==> src/rtl/mux_pkg.sv <==
// Shared types and constants for the registered N:1 multiplexer.
//   state_t     : controller state (IDLE, SCAN)
//   MODE_MANUAL : mode input value selecting manual select
//   MODE_SCAN   : mode input value selecting auto-scan
package mux_pkg;

  typedef enum logic {
    IDLE = 1'b0,
    SCAN = 1'b1
  } state_t;

  localparam logic MODE_MANUAL = 1'b0;
  localparam logic MODE_SCAN   = 1'b1;

endpackage

==> src/rtl/mux_nto1_comb.sv <==
// Purely combinational N:1 channel selector.
// Ports:
//   in_bus : flattened channel inputs, channel k = in_bus[k*WIDTH +: WIDTH]
//   sel    : channel index
//   data_c : selected channel data, zero when sel >= CHANNELS
module mux_nto1_comb #(
  parameter  int unsigned WIDTH    = 4,
  parameter  int unsigned CHANNELS = 16,
  localparam int unsigned SEL_W    = $clog2(CHANNELS)
) (
  input  logic [CHANNELS*WIDTH-1:0] in_bus,
  input  logic [SEL_W-1:0]          sel,
  output logic [WIDTH-1:0]          data_c
);

  // Unmatched (out-of-range) indices fall through to the zero default.
  always_comb begin
    data_c = '0;
    for (int k = 0; k < int'(CHANNELS); k++) begin
      if (sel == SEL_W'(k)) data_c = in_bus[k*WIDTH +: WIDTH];
    end
  end

endmodule

==> src/rtl/mux_nto1_seq.sv <==
// Registered N:1 multiplexer with manual select and auto-scan modes.
// Optional feature macro: MUX_PARITY_EN adds out_parity (= ^out_data, registered).
// Ports:
//   clk, rst_n  : clock, asynchronous active-low reset
//   in_bus      : flattened channel inputs, sampled live at the load edge
//   sel_in      : manual channel select
//   mode        : 0 manual, 1 scan (latched at scan start)
//   start       : scan start request, honoured in IDLE with a free load slot
//   out_data    : registered selected data
//   out_sel     : channel index of out_data
//   out_valid   : output valid; consumer accepts on out_valid && out_ready
//   out_ready   : consumer ready
//   busy        : high while scanning
//   done        : one-cycle pulse after the last scan beat is accepted
//   out_parity  : (MUX_PARITY_EN only) parity of out_data
module mux_nto1_seq
  import mux_pkg::*;
#(
  parameter  int unsigned WIDTH    = 4,
  parameter  int unsigned CHANNELS = 16,
  localparam int unsigned SEL_W    = $clog2(CHANNELS)
) (
  input  logic                      clk,
  input  logic                      rst_n,
  input  logic [CHANNELS*WIDTH-1:0] in_bus,
  input  logic [SEL_W-1:0]          sel_in,
  input  logic                      mode,
  input  logic                      start,
  output logic [WIDTH-1:0]          out_data,
  output logic [SEL_W-1:0]          out_sel,
  output logic                      out_valid,
  input  logic                      out_ready,
  output logic                      busy,
  output logic                      done
`ifdef MUX_PARITY_EN
  ,
  output logic                      out_parity
`endif
);

  // Counter must reach CHANNELS itself to mark "last beat on the output".
  localparam int unsigned CNT_W = $clog2(CHANNELS + 1);

  state_t             r_state, w_state_nxt;
  logic [CNT_W-1:0]   r_cnt, w_cnt_nxt;
  logic [WIDTH-1:0]   r_data, w_data_nxt;
  logic [SEL_W-1:0]   r_sel, w_sel_nxt;
  logic               r_valid, w_valid_nxt;
  logic               r_busy, w_busy_nxt;
  logic               r_done, w_done_nxt;
  logic [SEL_W-1:0]   w_mux_sel;
  logic [WIDTH-1:0]   w_mux_data;
  logic               w_load;
  logic               w_accept;
  logic               w_last;

  assign w_load   = !r_valid || out_ready;
  assign w_accept = r_valid && out_ready;
  assign w_last   = (r_cnt == CNT_W'(CHANNELS));

  // Single selector shared by both modes; a scan start always fetches channel 0.
  always_comb begin
    if (r_state == SCAN)        w_mux_sel = SEL_W'(r_cnt);
    else if (mode == MODE_SCAN) w_mux_sel = '0;
    else                        w_mux_sel = sel_in;
  end

  mux_nto1_comb #(
    .WIDTH    (WIDTH),
    .CHANNELS (CHANNELS)
  ) u_sel (
    .in_bus (in_bus),
    .sel    (w_mux_sel),
    .data_c (w_mux_data)
  );

  // State and output registers.
  always_ff @(posedge clk or negedge rst_n) begin
    if (!rst_n) begin
      r_state <= IDLE;
      r_cnt   <= '0;
      r_data  <= '0;
      r_sel   <= '0;
      r_valid <= 1'b0;
      r_busy  <= 1'b0;
      r_done  <= 1'b0;
    end else begin
      r_state <= w_state_nxt;
      r_cnt   <= w_cnt_nxt;
      r_data  <= w_data_nxt;
      r_sel   <= w_sel_nxt;
      r_valid <= w_valid_nxt;
      r_busy  <= w_busy_nxt;
      r_done  <= w_done_nxt;
    end
  end

  // Next-state logic.
  always_comb begin
    w_state_nxt = r_state;
    if (r_state == IDLE) begin
      if (mode == MODE_SCAN && start && w_load) w_state_nxt = SCAN;
    end else begin
      if (w_accept && w_last) w_state_nxt = IDLE;
    end
  end

  // Output/counter next values; everything holds unless a load slot is used.
  always_comb begin
    w_cnt_nxt   = r_cnt;
    w_data_nxt  = r_data;
    w_sel_nxt   = r_sel;
    w_valid_nxt = r_valid;
    w_busy_nxt  = r_busy;
    w_done_nxt  = 1'b0;
    if (r_state == IDLE) begin
      if (w_load) begin
        if (mode == MODE_MANUAL) begin
          w_data_nxt  = w_mux_data;
          w_sel_nxt   = sel_in;
          w_valid_nxt = 1'b1;
        end else if (start) begin
          w_data_nxt  = w_mux_data;
          w_sel_nxt   = '0;
          w_valid_nxt = 1'b1;
          w_busy_nxt  = 1'b1;
          w_cnt_nxt   = CNT_W'(1);
        end else begin
          w_valid_nxt = 1'b0;
        end
      end
    end else begin
      if (w_accept) begin
        if (!w_last) begin
          w_data_nxt = w_mux_data;
          w_sel_nxt  = SEL_W'(r_cnt);
          w_cnt_nxt  = r_cnt + CNT_W'(1);
        end else begin
          w_valid_nxt = 1'b0;
          w_busy_nxt  = 1'b0;
          w_done_nxt  = 1'b1;
          w_cnt_nxt   = '0;
        end
      end
    end
  end

  assign out_data  = r_data;
  assign out_sel   = r_sel;
  assign out_valid = r_valid;
  assign busy      = r_busy;
  assign done      = r_done;

`ifdef MUX_PARITY_EN
  // Tracks out_data exactly: a held data word keeps its parity.
  logic r_parity;
  always_ff @(posedge clk or negedge rst_n) begin
    if (!rst_n) r_parity <= 1'b0;
    else        r_parity <= ^w_data_nxt;
  end
  assign out_parity = r_parity;
`endif

endmodule
==> config.mk <==
export PLATFORM = sky130hd
export DESIGN_NAME = mux_nto1_seq
export DESIGN_NICKNAME = d
export VERILOG_FILES = /design/src/rtl/mux_pkg.sv /design/src/rtl/mux_nto1_comb.sv /design/src/rtl/mux_nto1_seq.sv
export SDC_FILE = /design/constraint.sdc
export NUM_CORES = 1
export LEC_CHECK = 0
export CORE_MARGIN = 5
export CORE_UTILIZATION = 40
export DETAILED_ROUTE_END_ITERATION = 8
export HOLD_SLACK_MARGIN = 0.05
export PLACE_DENSITY = 0.83
export SKIP_LAST_GASP = 1
export SLEW_MARGIN = 25
export SYNTH_ARGS = -nofsm -noshare
export SYNTH_HDL_FRONTEND = slang
export SYNTH_SLANG_ARGS = --single-unit
==> constraint.sdc <==
create_clock -name clk -period 4.29 [get_ports clk]
set_input_delay 0.858 -clock clk [delete_from_list [all_inputs] [get_ports clk]]
set_output_delay 0.858 -clock clk [all_outputs]
set_load 0.005 [all_outputs]
# Word level (Yosys, flattened, before mapping)
# Index checks and enable logic that the tools add are counted.
# W data, S select, Z words.
totals:
  register_bits: 17
  in_bits: 73
  out_inout_bits: 11
  elab_cells: 94
classes:
  n_addsub: 1
  n_eq_ne: 20
  n_mux: 52
  reduce_logical: 14
op_table:
  columns: ["op", "count"]
  rows:
  - ["$mux W4", 30]
  - ["$eq A4 B4 Y1 const B", 8]
  - ["$mux W5", 6]
  - ["$eq A4 B3 Y1 const B", 4]
  - ["$mux W1", 16]
  - ["$eq A4 B2 Y1 const B", 2]
  - ["$reduce_and A4 Y1", 2]
  - ["$reduce_bool A2 Y1", 3]
  - ["$add A5 B1 Y5 const B", 1]
  - ["$eq A5 B5 Y1 const B", 1]
  - ["$reduce_and A5 Y1", 1]
  - ["$eq A4 B1 Y1 const B", 1]
  - ["$logic_and A1 B1 Y1", 4]
  - ["$logic_not A4 Y1", 1]
  - ["$ne A2 B1 Y1 const B", 2]
  - ["$ne A3 B1 Y1 const B", 1]
  - ["$reduce_and A3 Y1", 1]
  - ["$ne A2 B2 Y1 const B", 1]
  - ["$logic_not A1 Y1", 1]
  - ["$logic_or A1 B1 Y1", 1]

# Logic depth before layout (Yosys ltp)
# Gate-level depths: netlist of the first run.
depth:
  ltp_word: 23
  ltp_mapped: 10
  ltp_nobuf: 8

# Modules after synthesis
# A second synthesis of the first run with hierarchy kept.
hier_totals:
  hier_cells: 170
  area_unflattened_um2: 1582.8
modules_own_cells:
  columns: ["module", "instances", "cells_per_inst", "area_each_um2", "seq_area_each_um2"]
  rows:
  - ["mux_nto1_seq", 1, 79, 850.8, 425.4]
  - ["mux_nto1_comb", 1, 91, 732.0, 0.0]

# Worst setup path after synthesis of the first run
# OpenSTA, ideal clock, no wires.
synth_timing:
  path_type: "input -> register"
  start: "in mode"
  end: "reg r_data[0], in the netlist out_data[0]"
  t_arrival_ns: 2.273
  required_ns: 4.166
  path_slack_ns: 1.893
  cell_stages: 7
  path_buffers: 1
  cell_sequence: "buf_6 -> or2_1 -> o21a_1 -> a221o_1 -> a21oi_1 -> a32oi_1 -> o31a_1"
synth_between:
  elab_chain_len: 23
  word_cells_on_any_way: 42
synth_rtl:
  columns: ["item", "line_no", "text"]
  rows:
  - ["start, declared", "mux_nto1_seq.sv:27", "input logic mode,"]
  - ["$mux W4", "mux_nto1_seq.sv:64", "else if (mode == MODE_SCAN) w_mux_sel = '0;"]
  - ["$mux W4", "mux_nto1_seq.sv:63", "if (r_state == SCAN) w_mux_sel = SEL_W'(r_cnt);"]
  - ["$logic_not A4 Y1", "mux_nto1_comb.sv:20", "if (sel == SEL_W'(k)) data_c = in_bus[k*WIDTH +: WIDTH];"]
  - ["$mux W4 (16 in series)", "mux_nto1_comb.sv:20", null]
  - ["$mux W4", "mux_nto1_seq.sv:122", "end else if (start) begin"]
  - ["$mux W4", "mux_nto1_seq.sv:118", "if (mode == MODE_MANUAL) begin"]
  - ["$mux W4", "mux_nto1_seq.sv:117", "if (w_load) begin"]
  - ["$mux W4", "mux_nto1_seq.sv:116", "if (r_state == IDLE) begin"]
  - ["end signal, assigned", "mux_nto1_seq.sv:90", "r_data <= w_data_nxt;"]
  - ["end, declared", "mux_nto1_seq.sv:46", "logic [WIDTH-1:0] r_data, w_data_nxt;"]
# Several ways; a longest one is shown, not always the timed one. The select of a mux whose other input is x is not followed.
# A chain may end at the register's enable or synchronous reset.

# Final worst setup path of the first run
layout_timing:
  start: "in mode"
  end: "reg r_data[3], in the netlist out_data[3]"
# Same word-level chain as after synthesis.

==> results of run 1 <==
[through the flow]
stage                     util [%]  total power [uW]  std cells  instance area, um^2  setup WS [ps]
after floorplan                  -             851.9        216                 1649           1893
after global placement       61.68              1112        337                 2467           1009
after detailed placement     61.68              1128        337                 2467          939.8
after CTS                    62.84              1253        341                 2514           1209
after global routing         62.84              1361        341                 2514          996.5
final                        62.84              1262        341                 2514           1176
[logic make-up after synthesis]
family | count (synthesis) | synth area share (%)
AOI/OAI and AO/OA | 96 | 37.71
and+or+nand+nor | 80 | 27.16
buffers and inverters | 18 | 5.918
DFF | 17 | 25.80
muxes | 3 | 1.897
adders and majority gates | 2 | 1.517
[per-layer routing]
layer  global-route usage (%)  vias up  wire, um  part of all wire (%)
met5                        0        -         0                     0
met4                    2.569        0        21                  0.37
met3                    3.108        4       534                   9.3
met2                    33.07      104      2683                    47
met1                    28.63      888      2512                    44
li1                         -      982         -                     -
[power breakdown]
| part | internal (uW) | switching [uW] |
|---|---|---|
| Clock | 64.4 | 55.8 |
| Sequential | 223 | 83.1 |
| Combinational | 399 | 437 |
[sequential cells by signal (all words and copies together) (netlist names)]
name       count
busy           1
done           1
r_cnt          5
out_valid      1
out_data       4
r_state        1
out_sel        4
[placed cells by master (no fill, tap or decap), drive strengths merged, types with 3 or more instances in the layout]
| master | n |
|---|---|
| clkdlybuf4s50 | 83 |
| o21ai | 37 |
| nor2 | 21 |
| nand2 | 20 |
| dfrtp | 17 |
| a21oi | 13 |
| a31oi | 8 |
| inv | 6 |
| nor3 | 6 |
| nand3 | 6 |
| and3b | 3 |
| o22ai | 3 |
| o31a | 3 |
| nand2b | 3 |
| o22a | 3 |
| o31ai | 3 |
| a22o | 3 |
| clkbuf | 3 |
| or2 | 3 |
[worst reg2reg max path, cell delays in order (launching register included)]
cell      delay (ps)
dfrtp_1          980
and4bb_4         330
nor2_2           440
o32ai_1          190
or4_1            540
a31oi_1          170
[path summary, 6_finish.rpt]
check	startpoint	to	slack (ps)
worst max-delay path	mode	out_data[3]	1180
worst max register to register	r_state	out_data[3]	1560
worst min register to register	out_sel[3]	out_sel[3]	480
min in group asynchronous	rst_n	done	1060
worst min-delay path	out_sel[3]	out_sel[3]	480
max in group asynchronous	rst_n	r_cnt[1]	2750
[area by class of cell]
cell class / count / area, um^2
fill: 351 / 1486
multi-input combinational: 181 / 1126
timing repair buffer: 83 / 830.8
sequential: 17 / 425.4
tap: 50 / 62.56
clock buffer: 3 / 41.29
inverter: 6 / 22.52
clock inverter: 1 / 5.005
==> results.tsv, run 1 <==
metric	value	unit
outcome	finished, final reports clean	
routability cong.	0.8850	
DIE AREA	5507	um^2
R2R cell count	5	
register area share after synthesis	25.80	%
clk root buf	clkbuf_8	
row count	23	
top-count cell post-synth	o21ai_0	
CP Data Required Time	4470	ps
drt first pass iters	5	
antenna violations before repair	0	
Avg WL per Cell	16.87	um
Starting Density	41.23	%
via count	1978	
Boundary Pins	84	
Yosys top cell by area	dfrtp_1	
RSZ-0062 raised after global routing	false	
DR vias/cell	5.801	
Synth top cells by count	o21ai_0 (33), nand2_1 (20), nor2_1 (19)	
Core Area	4000	um^2
drt drc	0	
share of cells above drive strength 1	4.811	%
fin nets	367	
clk slew on worst S/H paths	70	ps
Post-CTS Resized	0	
Slowest cell on crit path	clkdlybuf4s50_1	
Unique masters post-synth	58	
LEAKAGE	0.0009600	uW
Crit Path Category	primary input to flop	
Syn Area/Cell	7.635	um^2
Main synth FF type	dfrtp_1	
die height	74.21	um
synthesized cell area	1649	um^2
Async SR Flop Fraction	100.0	%
Final Hold Viols	0	
Crit Path Max Fanout	14	
CP endpoint kind	flop	
share of the synthesized area in the top cell type	25.80	%
area added between synthesis and finish	52.43	%
Syn Inst Count	216	
Max Slew Vio Count	0	
clk_lat worst skew	250	ps
CTS Hold Buffers Added	0	
period utilisation layout	72.58	%
shortest period the worst path allows	3114	ps
CTS tree	built	
cts bufs inserted	3	
Worst Max-Slew Pin Slew	964.7	ps
Tot GR Track Use	20.07	%
clock skew	3.320	ps
CP Launch Type	primary input	
1st-iter DRT viols	171	
DP HPWL	4.463	mm
Net Count, Synth	291	
Worst Hold Class	flop to flop	
IO buf count	83	
peak supply drop	0.3502	mV
vias in the first global route	1784	
first-pass GRT wire length	8.756	mm
final hold slack	483.6	ps
post-CTS setup buffer count	0	
Max-Slew Margin vs Limit	35.69	%
PwrDens	501.9	nW/um^2
ANT cells	0	
Post-synth EDFFs	0	
clk sinks	17	
Max Cap Violations	0	
CP max stage delay	760	ps
Hold Path Cell Cnt	2	
Final ANT Viol Nets	0	
largest net degree at the start of global routing	35	
CTS H-tree lvls	1	
Worst EP arrival	3290	ps
clock buffer depth	2	
Yosys warnings	0	
crit path cell chain	clkdlybuf4s50_1 -> and4bb_4 -> nor2_2 -> o32ai_1 -> or4_1 -> a31oi_1	
Synth area leaders	dfrtp_1 (26%), o21ai_0 (10%), nand2_1 (4.6%), nor2_1 (4.3%), a21oi_1 (3.9%)	
final setup TNS	0	ps
grt ovf	0	
routed wire length	5.751	mm
Critical path buffers and inverters	1	
Yosys reg bits	17	
delay-heaviest family, CP	simple AND/OR/NAND/NOR gates	
Final setup viols	0	
die width	74.21	um
Max Clk Rate	321.2	MHz
WP depth	6	
Note: power is estimated with default switching activity, not from simulation.
==> run 2, diff against run 1 <==
==> constraint.sdc (replaced) <==
create_clock -name clk -period 3.2 [get_ports clk]
set_input_delay 0.64 -clock clk [delete_from_list [all_inputs] [get_ports clk]]
set_output_delay 0.64 -clock clk [all_outputs]
set_load 0.005 [all_outputs]
==> results.tsv, run 2 (synthesis gave the netlist of run 1 again) <==
metric	value	unit	change
outcome	finished, final reports clean		
peak supply drop	0.4118	mV	+18%
clk sinks	17		unchanged
first-pass GRT wire length	9.211	mm	+5.2%
clk root buf	clkbuf_8		
Starting Density	41.23	%	unchanged
Final Hold Viols	0		unchanged
Max Clk Rate	369.9	MHz	
most frequent cells in the layout	clkdlybuf4s50_1 (83), o21ai_0 (33), nand2_1 (20), nor2_1 (19), dfrtp_1 (17)		
Max Cap Violations	0		unchanged
R2R cell count	6		+1
antenna violations before repair	0		unchanged
Crit Path Category	primary input to flop		
reg-to-reg critical path startpoint	r_state		
final setup TNS	0	ps	unchanged
area added between synthesis and finish	53.95	%	
grt ovf	0		unchanged
die height	74.21	um	unchanged
LEAKAGE	0.0009694	uW	+0.98%
routability cong.	0.8912		+0.70%
GR peak layer	met2		
Boundary Pins	84		unchanged
CP Launch Type	primary input		
largest net degree at the start of global routing	26		-26%
PwrDens	679.7	nW/um^2	+35%
Max Slew Vio Count	0		unchanged
clock skew	3.605	ps	+0.2854 ps
vias in the first global route	1881		+5.4%
period utilisation layout	84.48	%	
shortest period the worst path allows	2703	ps	
GR Layer Usage met3	2.568	%	-0.54 points
share of cells above drive strength 1	5.782	%	+0.97 points
Crit Path Max Fanout	13		-1
row count	23		unchanged
post-CTS setup buffer count	0		unchanged
Hold Path Cell Cnt	2		unchanged
DP HPWL	4.717	mm	+5.7%
overall power	1726	uW	+37%
CP Data Required Time	3390	ps	-1080 ps
CTS Hold Buffers Added	0		unchanged
via count	2025		+2.4%
FF+latch area	425.4	um^2	unchanged
Tot GR Track Use	21.11	%	+1.0 points
1st-iter DRT viols	232		+36%
met1 Use GR	30.64	%	+2.0 points
commonest non-fill, non-tap cell in the layout	clkdlybuf4s50_1		
Worst Max-Slew Pin Slew	818.9	ps	-145.8 ps
ANT cells	0		unchanged
Avg WL per Cell	17.09	um	+1.3%
CTS tree	built		
die width	74.21	um	unchanged
max reg flops	5		unchanged
IO buf count	83		unchanged
routing usage on met2	34.35	%	+1.3 points
fin nets	370		+0.82%
DR vias/cell	5.887		+1.5%
drt drc	0		unchanged
CTS H-tree lvls	1		unchanged
RSZ-0062 raised after global routing	false		
area taken by multi-input logic gates	1126	um^2	unchanged
reg2reg end	out_data[0]		
clk slew on worst S/H paths	80	ps	about the same
R2R setup slack	820	ps	-740 ps
Final ANT Viol Nets	0		unchanged
drt first pass iters	5		unchanged
HP Start	out_sel[1]		
cts bufs inserted	3		unchanged
Worst EP arrival	2890	ps	-400 ps
Worst Hold Class	flop to flop		
WHS Endpoint	out_sel[1]		
Top reg by flops	r_cnt		
Core Area	4000	um^2	unchanged
clk_lat worst skew	260	ps	about the same
CP endpoint kind	flop		
Final setup viols	0		unchanged
routed wire length	5.878	mm	+2.2%
Post-CTS Resized	0		unchanged
DIE AREA	5507	um^2	unchanged
clock buffer depth	2		unchanged
Max-Slew Margin vs Limit	45.24	%	+9.6 points
Fillers	355		+1.1%
run 2: layout make-up:
type | count | share of cell area [%]
multi-input combinational | 181 | 44.36
timing repair buffer | 86 | 33.61
sequential | 17 | 16.76
tap | 50 | 2.464
clock buffer | 3 | 1.626
inverter | 6 | 0.8871
clock inverter | 1 | 0.2957
run 2: metrics by stage:
step	instances	setup slack [ps]	cell area [um^2]	utilization (%)	hold slack, ps
after floorplan	216	1021	1649	-	344.4
after global placement	340	283.4	2490	62.25	465.6
after detailed placement	340	222.2	2490	62.25	475.4
after CTS	344	487.2	2539	63.47	493.7
after global routing	344	243.4	2539	63.47	532.7
final	344	496.6	2539	63.47	492.0
run 2: critical path, stage by stage:
cell and delay, ps:
clkdlybuf4s50_1 730, and4bb_4 320, nor2_2 290, buf_4 220
nor3_1 50, or4_1 500, a31oi_1 130
run 2: power by group:
| group | internal (uW) | switching [uW] |
|---|---|---|
| registers | 298 | 104 |
| logic | 551 | 593 |
| clock network | 87.9 | 90.5 |
run 2: routing by layer:
metal | vias up | share of wire (%) | wire length, um
met2 | 130 | 46 | 2718
met5 | - | 0 | 0
met4 | 0 | 0.65 | 38
li1 | 988 | - | -
met1 | 900 | 40 | 2366
met3 | 7 | 13 | 754
run 2: worst max path at each step:
stage / from / end / slack, ps / depth (start not counted)
floorplan: mode / out_data[0] / 1020 / 7
global placement: mode / out_data[1] / 280 / 7
detailed placement: mode / out_data[1] / 220 / 7
CTS: mode / out_data[3] / 490 / 7
global route: mode / out_data[2] / 240 / 8
finish: mode / out_data[1] / 500 / 7
